[src/rtl/random_delay_gen.sv]
// random_delay_gen
// Produces the randomised foreperiod (MIN_MS .. MIN_MS + 2^RAND_W - 1 ms) that
// the reaction timer waits through before lighting the LED. A free-running
// 16-bit Fibonacci LFSR is sampled when start is accepted, so the moment of
// the button press supplies the entropy.
//
// State table:
//   state | meaning
//   IDLE  | waiting for start; no delay in progress
//   RUN   | counting down ms_left, one ms per TICK_DIV clocks
//
// Ports:
//   clk_i       system clock, rising edge
//   rst_ni      asynchronous active-low reset (deassertion synchronised outside)
//   start_i     single-cycle request to begin a delay, honoured only in IDLE
//   abort_i     single-cycle cancel, returns to IDLE without expiry
//   busy_o      high while a delay is running
//   expired_o   one-cycle pulse when the delay completes
//   delay_ms_o  delay latched at the last accepted start
module random_delay_gen #(
    parameter int unsigned    CLK_HZ   = 100_000_000,
    parameter int unsigned    TICK_DIV = 100_000,
    parameter int unsigned    MIN_MS   = 2000,
    parameter int unsigned    RAND_W   = 13,
    parameter int unsigned    CNT_W    = 16,
    parameter logic [15:0]    SEED     = 16'hACE1
) (
    input  logic             clk_i,
    input  logic             rst_ni,
    input  logic             start_i,
    input  logic             abort_i,
    output logic             busy_o,
    output logic             expired_o,
    output logic [CNT_W-1:0] delay_ms_o
);

    localparam int unsigned PRE_W     = (TICK_DIV > 1) ? $clog2(TICK_DIV) : 1;
    localparam logic [PRE_W-1:0] TICK_LAST = PRE_W'(TICK_DIV - 1);
    localparam logic [63:0] MAX_DELAY = 64'(MIN_MS) + (64'd1 << RAND_W) - 64'd1;

    // Parameter sanity: refuse to elaborate a configuration that cannot work.
    if (TICK_DIV < 2) begin : g_bad_tick_div
        $error("random_delay_gen: TICK_DIV must be at least 2");
    end
    if (RAND_W < 1 || RAND_W > 16) begin : g_bad_rand_w
        $error("random_delay_gen: RAND_W must be 1..16");
    end
    if (MAX_DELAY >= (64'd1 << CNT_W)) begin : g_bad_cnt_w
        $error("random_delay_gen: CNT_W too narrow for MIN_MS + 2^RAND_W - 1");
    end
    if (SEED == 16'h0000) begin : g_bad_seed
        $error("random_delay_gen: SEED must be nonzero");
    end
    if (CLK_HZ == 0) begin : g_bad_clk_hz
        $error("random_delay_gen: CLK_HZ must be nonzero");
    end

    typedef enum logic {
        IDLE = 1'b0,
        RUN  = 1'b1
    } state_t;

    state_t             state_q,     state_d;
    logic [15:0]        lfsr_q,      lfsr_d;
    logic [PRE_W-1:0]   prescaler_q, prescaler_d;
    logic [CNT_W-1:0]   ms_left_q,   ms_left_d;
    logic               busy_q,      busy_d;
    logic               expired_q,   expired_d;
    logic [CNT_W-1:0]   delay_ms_q,  delay_ms_d;
    logic [CNT_W-1:0]   delay_capture;

    // x^16 + x^14 + x^13 + x^11 + 1, shifting left; never reaches zero from a
    // nonzero seed.
    assign lfsr_d = {lfsr_q[14:0], lfsr_q[15] ^ lfsr_q[13] ^ lfsr_q[12] ^ lfsr_q[10]};

    // Uses the pre-shift LFSR value present in the accepting cycle.
    assign delay_capture = CNT_W'(MIN_MS) + CNT_W'(lfsr_q[RAND_W-1:0]);

    always_ff @(posedge clk_i or negedge rst_ni) begin
        if (!rst_ni) begin
            state_q     <= IDLE;
            lfsr_q      <= SEED;
            prescaler_q <= '0;
            ms_left_q   <= '0;
            busy_q      <= 1'b0;
            expired_q   <= 1'b0;
            delay_ms_q  <= '0;
        end else begin
            state_q     <= state_d;
            lfsr_q      <= lfsr_d;
            prescaler_q <= prescaler_d;
            ms_left_q   <= ms_left_d;
            busy_q      <= busy_d;
            expired_q   <= expired_d;
            delay_ms_q  <= delay_ms_d;
        end
    end

    always_comb begin
        state_d     = state_q;
        prescaler_d = prescaler_q;
        ms_left_d   = ms_left_q;
        busy_d      = busy_q;
        expired_d   = 1'b0;
        delay_ms_d  = delay_ms_q;

        case (state_q)
            IDLE: begin
                // abort wins over a simultaneous start
                if (start_i && !abort_i) begin
                    ms_left_d   = delay_capture;
                    delay_ms_d  = delay_capture;
                    prescaler_d = '0;
                    busy_d      = 1'b1;
                    state_d     = RUN;
                end
            end

            RUN: begin
                if (abort_i) begin
                    // Also wins over a final tick in the same cycle.
                    state_d     = IDLE;
                    busy_d      = 1'b0;
                    prescaler_d = '0;
                    ms_left_d   = '0;
                end else if (prescaler_q == TICK_LAST) begin
                    prescaler_d = '0;
                    if (ms_left_q > CNT_W'(1)) begin
                        ms_left_d = ms_left_q - CNT_W'(1);
                    end else begin
                        // ms_left of 0 (MIN_MS = 0 with zero random bits)
                        // is treated like 1 so the run always terminates.
                        ms_left_d = '0;
                        expired_d = 1'b1;
                        busy_d    = 1'b0;
                        state_d   = IDLE;
                    end
                end else begin
                    prescaler_d = prescaler_q + PRE_W'(1);
                end
            end

            default: begin
                state_d = IDLE;
            end
        endcase
    end

    assign busy_o     = busy_q;
    assign expired_o  = expired_q;
    assign delay_ms_o = delay_ms_q;

endmodule

[config.mk]
export PLATFORM = sky130hd
export DESIGN_NAME = random_delay_gen
export DESIGN_NICKNAME = d
export VERILOG_FILES = /design/src/rtl/random_delay_gen.sv
export SDC_FILE = /design/constraint.sdc
export NUM_CORES = 1
export LEC_CHECK = 0
export ABC_CLOCK_PERIOD_IN_PS = 5010
export CORE_MARGIN = 8
export CORE_UTILIZATION = 55
export DETAILED_ROUTE_END_ITERATION = 16
export GPL_ROUTABILITY_DRIVEN = 0
export PLACE_DENSITY = 0.85
export SLEW_MARGIN = 30
export SYNTH_ARGS = -nofsm -noshare
export SYNTH_HDL_FRONTEND = slang
export SYNTH_SLANG_ARGS = --single-unit
export TNS_END_PERCENT = 5
[constraint.sdc]
create_clock -name clk_i -period 5.01 [get_ports clk_i]
set_clock_uncertainty 0.1 [all_clocks]
set_input_delay 0.501 -clock clk_i [delete_from_list [all_inputs] [get_ports clk_i]]
set_output_delay 0.501 -clock clk_i [all_outputs]
set_load 0.02 [all_outputs]
==> results <==
- The run finished with clean final reports.
- In the post-synthesis netlist, the biggest area contributors are dfrtp_1, dfstp_2, xnor2_1, nand2_1, o21ai_0.
- Counting the fill cells in the layout gives 433.
- In this run the vertical extent of the chip is 91.4 um.
- The shortest clock period the worst path allows after layout is 2340 ps.
- The number of buffers inserted by hold repair at cts is 0.
- The number of distinct library cells after synthesis is 50.
- The area overhead of the layout relative to synthesis is 14.7%.
- The count of cells along the worst register-to-register path is 7.
- The leakage power summed over all cells is 1.59 nW.
- The worst slew margin relative to its limit is 47.1%.
- TritonCTS created 9 clock buffers.
- The xor-xnor portion of the synthesized cell area is 5.88%.
- The number of gates resized after CTS was 0.
- The first-pass GRT wire length is 11.4 mm.
- The cell taking the most area after synthesis is dfrtp_1.
- The arrival time at the worst endpoint is 2480 ps.
- The number of enable-type register cells in the synthesized netlist is 0.
- The clock tree from TritonCTS is built.
- The number of cells produced by synthesis is 302.
- Including well taps, the total number of placed cells is 384.
- In the global route stage, overall resource usage came out at 17.1%.
- The type of the setup path with the least slack is flop to flop.
- Once layout is complete, the cells apart from fillers number 400.
- The maximum clock insertion buffer count is 2.
- The routed design has 6.69 mm of wire.
- In this run the critical register-to-register path is captured at ms_left_q[10].
- The beginning of the worst register-to-register path is ms_left_q[0].
- The slack of the worst reg-to-reg path is 2670 ps.
- STA classifies the critical path startpoint as a flop.
- The number of DRC markers after the initial detailed-route iteration is 132.
- The part of the cycle the worst path needs is 46.8%.
- Setup repair after global routing left no endpoint under its margin.
- Along the worst path, the maximum fanout reaches 16.
- The overall via count from detail_route is 2381.
- The I/O pin total is 22.
- The post-synth design cell area is 3130 um^2.
- The instance area after placement is 3360 um^2.
- In this run the remaining antenna-violating nets after routing total 0.
- The number of antenna diodes is 0.
- Summed over all failing endpoints, the final setup total negative slack is 0 ps.
- The number of global-route vias before repair came to 2435.
- The flip-flop cell with the highest count after synthesis is dfrtp_1.
- The detailed-router iteration count before antenna repair is 4.
- The clock root buffer is clkbuf_8.
- The area share of fa/ha/maj cells after synthesis is 1.60%.
- After routing the design area is 3590 um^2.
- Max-cap violations in this run came to 0.
- The placeable core area is 5510 um^2.
- The number of input and output port buffers inserted is 19.
- The largest net degree at the start of global routing is 67.
- The clock net in this run drives a total of 66 sinks.
- The register area share after synthesis is 53.1%.
- The number of antenna violations at the first check in global routing was 0.
- The synthesis warning total is 0.
- The clock latency at the later pin of the worst-skew pair is 350 ps.
- The minimum setup slack after placement is 2520 ps.
- The commonest cells after synthesis are dfrtp_1, nand2_1, nor2_1, o21ai_0, xnor2_1.
- The HPWL after detailed placement is 4.56 mm.
- The multiplexer share of the synthesized area is 0%.
- The worst-case setup margin in the final layout is 2670 ps.
- Yosys instantiated no cell more often than dfrtp_1.
- The count of endpoints failing hold in the final timing report is 0.
- The share of the core filled with cells in the final layout is 65.2%.
- For this design the ratio of total power to cell area is 456 nW/um^2.
- In the final layout, the multi-input gates occupy 1360 um^2.
- The per-cell via count in the routed design is 5.95.
- The synthesized netlist devotes 14.5% of its cell area to compound gates.
- In the routed design, unresolved DRC markers number 0.
- The flip-flop and latch area is 1660 um^2.
- Data on the critical path is required at its endpoint by 5140 ps.
- The completed layout was analyzed and its total power is 1.64 mW.
- The number of nets in the finished design is 331.
- The minimum hold slack is 224 ps.
- The remaining global-route overflow is 0.
- The highest layer touched by signal routing is met4.
- The combinational family with the most area after synthesis is simple AND/OR/NAND/NOR gates.
- The fraction of post-synthesis cell area in the top cell type by area is 46.4%.
- The detailed route wirelength on metal2 is 3.38 mm.
- For this configuration, the core starts out at a cell density of 56.9%.
- The synthesized area divided by synthesized cell count is 10.4 um^2.
- Summing the areas of all and, or, nand and nor instances in the mapped netlist gives 21.1% of the synthesized area.
- The met3 wirelength from detailed routing is 300 um.
- The type of the tightest min-delay check is primary input to asynchronous set/reset pin.
- After detailed routing, the average wire length per cell comes to 16.7 um.
- After synthesis the netlist holds a flip-flop and latch count of 66.
- The width of the chip is 91.4 um.
- The fraction of registers with async set/reset is 100%.
- The actual transition at the worst max-transition pin is 793 ps.
- The cell row count is 27.
- Setup violations remaining at the end of the flow were counted as 0.
- The H-tree was split into 3 levels.
- The post-route netlist has 12.2% of its cells at a drive strength greater than 1.
- Post-CTS timing repair inserted 0 buffers for setup.
- The number of max-slew violations in the final report is 0.
- STA classifies the critical path endpoint as a flop.
- The maximum frequency from static timing analysis is 0.426 GHz.
- The maximum resistive drop on vdd is 317 uV.
- The area enclosed by the die boundary is 8360 um^2.
- The routed length on met1 is 2.88 mm.
- The clock edge transition at the registers on the reported setup and hold paths is 70 ps.
==> cells by family after synthesis <==
| logic type | count (synthesis) |
|---|---|
| AND/OR/NAND/NOR | 120 |
| buffers and inverters | 25 |
| XOR/XNOR | 21 |
| flip-flops | 66 |
| AO/OA/AOI/OAI | 65 |
| other | 1 |
| adder cells (fa/ha/maj) | 4 |
==> area by class of cell <==
cell class | instances | area share, %
sequential | 66 | 46.3
clock inverter | 6 | 2.51
inverter | 12 | 1.25
clock buffer | 10 | 3.83
tap | 72 | 2.51
timing repair buffer | 22 | 5.78
multi-input combinational | 212 | 37.9
==> metal layers <==
| layer | vias to the layer above | track usage (%) |
|---|---|---|
| li1 | 1127 | - |
| met1 | 1177 | 20.2 |
| met2 | 62 | 27.0 |
| met3 | 15 | 5.51 |
| met4 | 0 | 9.41 |
| met5 | - | 0 |
==> sequential cells by signal, summed over array words and instances, names as in the netlist <==
| name | cells |
|---|---|
| lfsr_q | 16 |
| expired_o | 1 |
| ms_left_q | 16 |
| prescaler_q | 17 |
| busy_o | 1 |
| delay_ms_o | 14 |
| state_q | 1 |
==> placed cells by master, fill, tap and decap left out, types with 4 or more instances in the layout <==
master	netlist	layout
ha_1	4	4
dfrtp_1	58	58
nor4_1	6	6
dfstp_2	8	8
xnor2_1	14	14
clkbuf_8	0	10
o21ai_0	19	19
clkdlybuf4s50_1	0	18
a21oi_1	10	9
nand3_1	9	9
nor2_1	24	24
inv_1	12	12
nand2b_1	5	5
a22o_1	5	5
or3_1	9	9
a21o_1	6	6
nand2_1	31	31
xor2_1	7	7
nor3_1	12	12
a211o_1	4	4
==> worst max path at each step <==
stage                  from       endpoint  slack, ps  cells after the start
3_3_place_gp        start_i  ms_left_q[10]       2620                      7
5_1_grt        ms_left_q[0]  ms_left_q[14]       2510                      7
2_1_floorplan  ms_left_q[0]   ms_left_q[2]       2960                      8
3_5_place_dp        start_i  ms_left_q[12]       2520                      7
6_report       ms_left_q[0]  ms_left_q[10]       2670                      7
4_1_cts        ms_left_q[0]  ms_left_q[10]       2660                      7
==> worst max-delay path, stage by stage (launching register included) <==
cell     delay, ps
dfrtp_1        430
inv_1           80
ha_1           210
nor2_1          90
or4_4          450
o21ai_4        400
o21ai_0        170
a211o_1        310
==> report_power, final <==
| group | switching, mW | internal [mW] |
|---|---|---|
| Clock | 0.206 | 0.294 |
| Combinational | 0.253 | 0.184 |
| Sequential | 0.0965 | 0.605 |
Power figures use the tool's default switching activity.
